--- src/rtl/hier_fanout_node.sv ---
// Command fan-out/aggregation node: broadcasts or unicasts one parent command to
// child slots, collects done/error pulses with an optional timeout, and returns one response.
module hier_fanout_node #(
    parameter int NUM_CHILDREN = 10,
    parameter int DATA_W       = 32,
    parameter int TIMEOUT_W    = 16,
    parameter int SEL_W        = (NUM_CHILDREN > 1) ? $clog2(NUM_CHILDREN) : 1
) (
    input  logic                    clk,
    input  logic                    rst_n,
    input  logic                    up_valid,
    output logic                    up_ready,
    input  logic [DATA_W-1:0]       up_data,
    input  logic                    up_mode,
    input  logic [SEL_W-1:0]        up_sel,
    input  logic [TIMEOUT_W-1:0]    timeout_cycles,
    output logic [NUM_CHILDREN-1:0] ch_valid,
    input  logic [NUM_CHILDREN-1:0] ch_ready,
    output logic [DATA_W-1:0]       ch_data,
    input  logic [NUM_CHILDREN-1:0] ch_done,
    input  logic [NUM_CHILDREN-1:0] ch_err,
    output logic                    rsp_valid,
    input  logic                    rsp_ready,
    output logic                    rsp_err,
    output logic                    rsp_timeout,
    output logic [NUM_CHILDREN-1:0] rsp_done_mask,
    output logic [1:0]              dbg_state
);

    typedef enum logic [1:0] {
        S_IDLE  = 2'd0,
        S_ISSUE = 2'd1,
        S_WAIT  = 2'd2,
        S_RESP  = 2'd3
    } state_t;

    state_t                  state_q, state_d;
    logic [NUM_CHILDREN-1:0] target_q, target_d;
    logic [NUM_CHILDREN-1:0] issued_q, issued_d;
    logic [NUM_CHILDREN-1:0] done_q, done_d;
    logic [NUM_CHILDREN-1:0] err_q, err_d;
    logic [TIMEOUT_W-1:0]    timer_q, timer_d;
    logic                    bad_sel_q, bad_sel_d;
    logic                    tmo_q, tmo_d;
    logic [DATA_W-1:0]       data_q, data_d;

    logic                    sel_oob;
    logic                    timeout_hit;
    logic                    in_resp;
    logic [NUM_CHILDREN-1:0] offer;
    logic [NUM_CHILDREN-1:0] done_upd;

    // Every handshake (up, ch[i], rsp) transfers on a rising edge where valid and ready
    // are both high; valid never depends combinationally on the matching ready.
    assign sel_oob     = 32'(up_sel) >= 32'(NUM_CHILDREN);
    assign offer       = (state_q == S_ISSUE) ? (target_q & ~issued_q) : '0;
    assign done_upd    = done_q | (ch_done & issued_q);
    assign timeout_hit = (timeout_cycles != '0) &&
                         (timer_q == timeout_cycles - TIMEOUT_W'(1));

    always_comb begin
        state_d   = state_q;
        target_d  = target_q;
        issued_d  = issued_q;
        done_d    = done_q;
        err_d     = err_q;
        timer_d   = timer_q;
        bad_sel_d = bad_sel_q;
        tmo_d     = tmo_q;
        data_d    = data_q;
        case (state_q)
            S_IDLE: begin
                if (up_valid) begin
                    data_d    = up_data;
                    bad_sel_d = up_mode && sel_oob;
                    if (!up_mode)
                        target_d = '1;
                    else if (sel_oob)
                        target_d = '0;
                    else
                        target_d = NUM_CHILDREN'(1) << up_sel;
                    issued_d  = '0;
                    done_d    = '0;
                    err_d     = '0;
                    timer_d   = '0;
                    tmo_d     = 1'b0;
                    state_d   = (up_mode && sel_oob) ? S_RESP : S_ISSUE;
                end
            end
            S_ISSUE, S_WAIT: begin
                // A done only counts once the child's issue was registered.
                issued_d = issued_q | (offer & ch_ready);
                done_d   = done_upd;
                err_d    = err_q | (ch_done & ch_err & issued_q);
                timer_d  = timer_q + TIMEOUT_W'(1);
                if (done_upd == target_q) begin
                    state_d = S_RESP;
                end else if (timeout_hit) begin
                    state_d = S_RESP;
                    tmo_d   = 1'b1;
                end else if (state_q == S_ISSUE && issued_d == target_q) begin
                    state_d = S_WAIT;
                end
            end
            S_RESP: begin
                if (rsp_ready)
                    state_d = S_IDLE;
            end
            default: state_d = S_IDLE;
        endcase
    end

    always_ff @(posedge clk or negedge rst_n) begin
        if (!rst_n) begin
            state_q   <= S_IDLE;
            target_q  <= '0;
            issued_q  <= '0;
            done_q    <= '0;
            err_q     <= '0;
            timer_q   <= '0;
            bad_sel_q <= 1'b0;
            tmo_q     <= 1'b0;
            data_q    <= '0;
        end else begin
            state_q   <= state_d;
            target_q  <= target_d;
            issued_q  <= issued_d;
            done_q    <= done_d;
            err_q     <= err_d;
            timer_q   <= timer_d;
            bad_sel_q <= bad_sel_d;
            tmo_q     <= tmo_d;
            data_q    <= data_d;
        end
    end

    assign in_resp       = (state_q == S_RESP);
    assign up_ready      = (state_q == S_IDLE);
    assign ch_valid      = offer;
    assign ch_data       = data_q;
    assign rsp_valid     = in_resp;
    assign rsp_err       = in_resp & ((|err_q) | bad_sel_q | tmo_q);
    assign rsp_timeout   = in_resp & tmo_q;
    assign rsp_done_mask = in_resp ? done_q : '0;
    assign dbg_state     = state_q;

endmodule

--- config.mk ---
export PLATFORM = sky130hd
export DESIGN_NAME = hier_fanout_node
export DESIGN_NICKNAME = d
export VERILOG_FILES = /design/src/rtl/hier_fanout_node.sv
export SDC_FILE = /design/constraint.sdc
export NUM_CORES = 1
export LEC_CHECK = 0
export CORE_UTILIZATION = 30
export DETAILED_ROUTE_END_ITERATION = 6
export GPL_TIMING_DRIVEN = 0
export PLACE_DENSITY_LB_ADDON = 0.15
export SLEW_MARGIN = 25
export SYNTH_ARGS = -nofsm -noshare
export SYNTH_HDL_FRONTEND = slang
export SYNTH_SLANG_ARGS = --single-unit
--- constraint.sdc ---
create_clock -name clk -period 2.52 [get_ports clk]
set_input_delay 0.252 -clock clk [delete_from_list [all_inputs] [get_ports clk]]
set_output_delay 0.252 -clock clk [all_outputs]
set_load 0.05 [all_outputs]
======== Word-level counts from Yosys, hierarchy flattened ========
Cells that the tools add are included.
cells by class
  add/subtract/negate cells ............... 2
  $lt $le $gt $ge ......................... 1
  equality and inequality tests ........... 11
  shift-type cells ........................ 1
  mux-type cells .......................... 21
  bitwise gates (word level) .............. 13
  reduce and logical (&&, ||, !) cells .... 12
operators with widths
  kind                                                                  count
  10-bit case mux with 2 select lines                                   3
  10-bit bitwise AND                                                    5
  10-bit 2-to-1 mux                                                     5
  16-bit case mux with 2 select lines                                   1
  10-bit bitwise OR                                                     3
  10-bit equality test                                                  2
  16-bit by 1-bit adder with 16-bit output, second input constant       1
  16-bit equality test                                                  1
  16-bit 2-to-1 mux                                                     1
  16-bit nonzero test                                                   1
  16-bit by 1-bit subtractor with 16-bit output, second input constant  1
  2-bit 2-to-1 mux                                                      6
  10-bit NOT                                                            1
  10-bit OR reduction                                                   1
  1-bit by 4-bit left shift with 10-bit output, first input constant    1
  2-bit != test, second input constant                                  4
  2-bit case mux with 3 select lines                                    1
  2-bit equality test, second input constant                            2
  4-bit >= comparator, second input constant                            1
  4-bit != test, second input constant                                  1
  2-bit AND reduction                                                   2
  4-bit AND reduction                                                   1
  1-bit logical AND                                                     3
  1-bit 2-to-1 mux                                                      3
  8 further kinds                                                       10
storage, ports and cells
  register bits after elaboration ......... 92
  output and inout port bits .............. 58
  word-level logic and storage cells ...... 70

======== Depth between registers and ports, before layout ========
  depth after elaboration ................. 11
  mapped depth ............................ 9
  mapped depth without buffers ............ 9

======== Worst setup path before layout ========
Ideal clock, no wire load.
  kind .................................... reg-to-reg
  from .................................... register state_q[0] (netlist: dbg_state[0])
  to ...................................... register timer_q[13]
  setup time .............................. 0.132 ns
  arrival ................................. 2.627 ns
  setup slack ............................. -0.239 ns
  cell stages (with the launch flop) ...... 10
  buffers on the path ..................... 0
  path through ............................ dfrtp_1 inv_1 ha_1 nand2_1 o21ai_1 nand4_1 nor2_1 nand3_1 xor2_1 nor2_1
on the way
  elaborated cells between the ends (all ways) .. 8
  classes of those cells .................. eq/ne (3); mux (1); reduce/logical (4)
RTL lines
  element                                                                      RTL line  source
  start, declared                                                              37        state_t state_q, state_d;
  start signal, assigned                                                       125       state_q <= state_d;
  2-bit logical NOT (*)                                                        n/a
  via up_ready                                                                 12        output logic up_ready,
  2-bit != test (no source line) / 2-bit nonzero test (equally long branches)  n/a
  2-bit AND reduction (no source line)                                         n/a
  end signal, assigned                                                         130       timer_q <= timer_d;
  end, declared                                                                42        logic [TIMEOUT_W-1:0] timer_q, timer_d;
Mark *: on every way through the listed nets, which the timed path passes. The rest lies on a longest branch.
A chain may end at the register's enable or synchronous reset.

======== Worst setup path in the final report ========
  from .................................... input timeout_cycles[6]
  to ...................................... register state_q[1] (netlist: dbg_state[1])
on the way
  word-level cells in the longest chain between the ends .. 6
  elaborated cells between the ends (all ways) .. 9
  classes of those cells .................. add/sub (1); eq/ne (2); mux (3); reduce/logical (3)
ends and longest elaborated chain
  element                                        RTL line  source
  start, declared                                16        input logic [TIMEOUT_W-1:0] timeout_cycles,
  16-bit by 1-bit subtractor with 16-bit output  59        (timer_q == timeout_cycles - TIMEOUT_W'(1));
  16-bit equality test                           59
  1-bit logical AND (*)                          58        assign timeout_hit = (timeout_cycles != '0) &&
  2-bit 2-to-1 mux                               98        end else if (timeout_hit) begin
  2-bit 2-to-1 mux                               96        if (done_upd == target_q) begin
  2-bit case mux with 3 select lines             71        case (state_q)
Mark *: on every way between the ends. The rest lies on a longest branch, timed or not.

==> impl_results.md <==
* DRC marker count from the first detailed-route iteration at between 150 and 200
* # diodes at 0
* Clock transition at the registers of the reported paths at 60 ps
* DP Worst Slack at -645 ps
* Die Ht at 130 um
* Drt total wl at 14700 um
* Cell Area, Synth at around 5000 um2
* Unique masters post-synth at 55
* Leakage at 2.97 nW
* Routed Antenna Nets at 0
* Ys async rst share at 100%
* Final worst setup slack at roughly 46 ps
* Number of max-cap violations at 0
* Crit end category: flop
* Synthesized instance count at between 400 and 500
* Max clock buf depth at 2
* Initial antenna violation count at 0
* Routed vias/inst at 4.96
* FMAX at between 400 and 500 MHz
* Worst VDD drop at between 0.7 and 0.8 mV
* Final HPWL DP at 11100 um
* Grt ovf at 0
* Ratio of cells with drive above 1 in the final layout at 14.5%
* Status: completed
* Post-route DRC violation count at 0
* Worst Clk Skew at 6.62 ps
* Wirelength per Cell at 17.0 um
* Sequential area share after synthesis at 47.0%
* Post-synthesis net count at 579
* Placer Congestion at 0.844
* Post-synth EDFFs at 0
* Num CTS Buffers at 9
* Clock latency on the worst-skew pair at 340 ps
* # IOs at ~150
* WHS at approximately 310 ps
* Htree depth at 3
* Worst Path Required at 2750 ps
* Final hold viol count at 0
* Power Dens Cells at 1200 nW/um2
* WP data arrival at 2700 ps
* First-pass GRT wire length at 23700 um
* Worst-path maximum fanout at 7
* Vias in the first global route at 4437
* Synth Register Bits at 92
* Area of the die at around 17000 um2
* Max-slew headroom at 53.8%
* Root buffer cell: clkbuf_16
* Final period utilization at between 90% and 100%
* Starting Density at between 30% and 40%
* Ys flop type: dfrtp_1
* RSZ-0062 raised after global routing: false
* Port Buf Inserts at 141
* Final nets at 742
* Multi-input logic area at ~2500 um2
* Post-route minimum period at 2470 ps
* GR Util All Layers at about a fifth
* Die X-Extent at about 130 um
* Via count at approximately 4300
* Syn-to-layout area delta at 42.8%
* Avg Inst Size Synth at 10.1 um2
* Yosys warns at 0
* Slew @ Worst Pin at 693 ps
* Fillers at 1571
* Hold WC Path Type: input port to flop
* Final setup fails at 0
* Crit Path Class: input port to flop
* DR pass1 iterations at 4
* Register area at roughly 2300 um2
* Final cell count without fillers at just under 900
* Site Rows at 46
* Post-Place Cells at 843
* Largest net degree at the start of global routing at between 50 and 60
* Clock sinks at 92
* CTS tree: yes
* CORE AREA at 15900 um2
* Final Max Slew Viols at 0
* CP Launch Type: input port
## flip-flops by register name, summed over array words and instances, names as in the netlist
register / cells
bad_sel_q: 1
err_q: 10
ch_data: 32
timer_q: 16
target_q: 10
tmo_q: 1
issued_q: 10
dbg_state: 2
done_q: 10
## what timing repair did
item                                    4_1_cts  5_1_grt
endpoints found under the hold margin        36        0
gates resized for setup                      36       27
pin swaps                                     3        4
hold buffers                                  1        0
endpoints found under the setup margin       38       24
buffers inserted                              7        2
## routing by layer
metal  GRT usage, %  wire [um]
met1           24.8       6720
met2           28.4       6700
met3           6.77       1110
met4           5.54        193
met5              0          0
## final timing paths
check | from | to | slack, ps | cells past startpoint
max | timeout_cycles[6] | dbg_state[1]$_DFFE_PN0P_ | 50 | 8
min reg2reg | done_q[4]$_DFFE_PN0P_ | done_q[4]$_DFFE_PN0P_ | 500 | 2
max in group asynchronous | rst_n | target_q[5]$_DFFE_PN0P_ | 1520 | 3
min in group asynchronous | rst_n | timer_q[9]$_DFFE_PN0P_ | 390 | 2
max reg2reg | timer_q[3]$_DFFE_PN0P_ | dbg_state[1]$_DFFE_PN0P_ | 150 | 8
min | up_sel[3] | bad_sel_q$_DFFE_PN0P_ | 310 | 3
## synthesized netlist by cell type, types with 10 or more instances
cell type  count  area share, %
inv_1         19            1.5
nand3_1       19            1.9
a41oi_1       10            1.8
dfrtp_1       92             47
o21ai_0       29            3.0
a21oi_1       21            2.1
xnor2_1       21            3.8
nand2b_1      15            1.9
nor2_1        35            2.7
mux2_2        36            8.3
and3_1        10            1.3
clkbuf_1      17            1.3
nand2_1       32            2.5
and2_1        12            1.5
xor2_1        19            3.4
## layout by cell type, fill, tap and decap left out, types with 5 or more instances in the layout
| cell | netlist | layout |
|---|---|---|
| nand2_1 | 32 | 32 |
| a21oi_1 | 21 | 20 |
| dfrtp_1 | 92 | 91 |
| ha_1 | 7 | 5 |
| buf_4 | 0 | 9 |
| and2_1 | 12 | 12 |
| clkdlybuf4s50_1 | 0 | 113 |
| clkbuf_1 | 17 | 17 |
| a41oi_1 | 10 | 10 |
| nand4_1 | 8 | 8 |
| xor2_1 | 19 | 18 |
| xnor2_1 | 21 | 21 |
| and3_1 | 10 | 10 |
| nand3_1 | 19 | 19 |
| clkbuf_2 | 1 | 11 |
| clkbuf_16 | 0 | 9 |
| o21ai_0 | 29 | 29 |
| nand2b_1 | 15 | 15 |
| nor4_1 | 9 | 9 |
| nor3b_1 | 7 | 5 |
| dlygate4sd2_1 | 0 | 12 |
| nor2_1 | 35 | 35 |
| inv_1 | 19 | 19 |
| dlymetal6s2s_1 | 0 | 5 |
| a31oi_1 | 5 | 5 |
| mux2_2 | 36 | 36 |
## through the flow
| step | utilization, % | instance area, um2 | TNS [ps] | power [mW] |
|---|---|---|---|---|
| global route | 44.0 | 7000 | 0 | 9.00 |
| floorplan | - | 4910 | -24.3 | 5.57 |
| CTS | 43.8 | 6970 | 0 | 8.49 |
| detailed placement | 41.7 | 6620 | -3720 | 7.22 |
| finish | 44.0 | 7000 | 0 | 8.42 |
| global placement | 41.5 | 6590 | -234170 | 7.15 |
## cell families (layout without fill, tap and decap cells)
| logic type | count (synthesis) | in the layout | share of synthesized area (%) |
|---|---|---|---|
| flip-flops | 92 | 92 | 47.0 |
| AND/OR/NAND/NOR | 170 | 170 | 18.9 |
| AO/OA/AOI/OAI | 99 | 99 | 13.4 |
| adder cells (fa/ha/maj) | 7 | 7 | 1.79 |
| multiplexers | 38 | 38 | 8.79 |
| buffers and inverters | 39 | 207 | 3.01 |
| XOR/XNOR | 40 | 40 | 7.15 |
## power breakdown
group,total (mW),internal [mW],leakage [nW],switching (mW)
clock network,1.26,0.672,0.122,0.584
logic,4.52,1.68,1.69,2.84
registers,2.65,2.08,1.16,0.563
total,8.42,4.44,2.97,3.99
## critical path, cell delays in order
cell             delay, ps
clkdlybuf4s50_1        590
nor4_4                 340
a31oi_1                140
or4_4                  570
nor4_4                 260
buf_4                  180
o21ai_2                 70
mux2_4                 300
## cell type report
| cell class | instances | share of cell area (%) |
|---|---|---|
| Sequential cell | 92 | 32.9 |
| Timing Repair Buffer | 152 | 21.1 |
| Buffer | 20 | 1.13 |
| Multi-Input combinational cell | 354 | 36.1 |
| Tap cell | 216 | 3.86 |
| Clock buffer | 11 | 3.33 |
| Inverter | 19 | 1.02 |
| Clock inverter | 5 | 0.519 |
No activity file was read; power rests on OpenSTA's default activity.
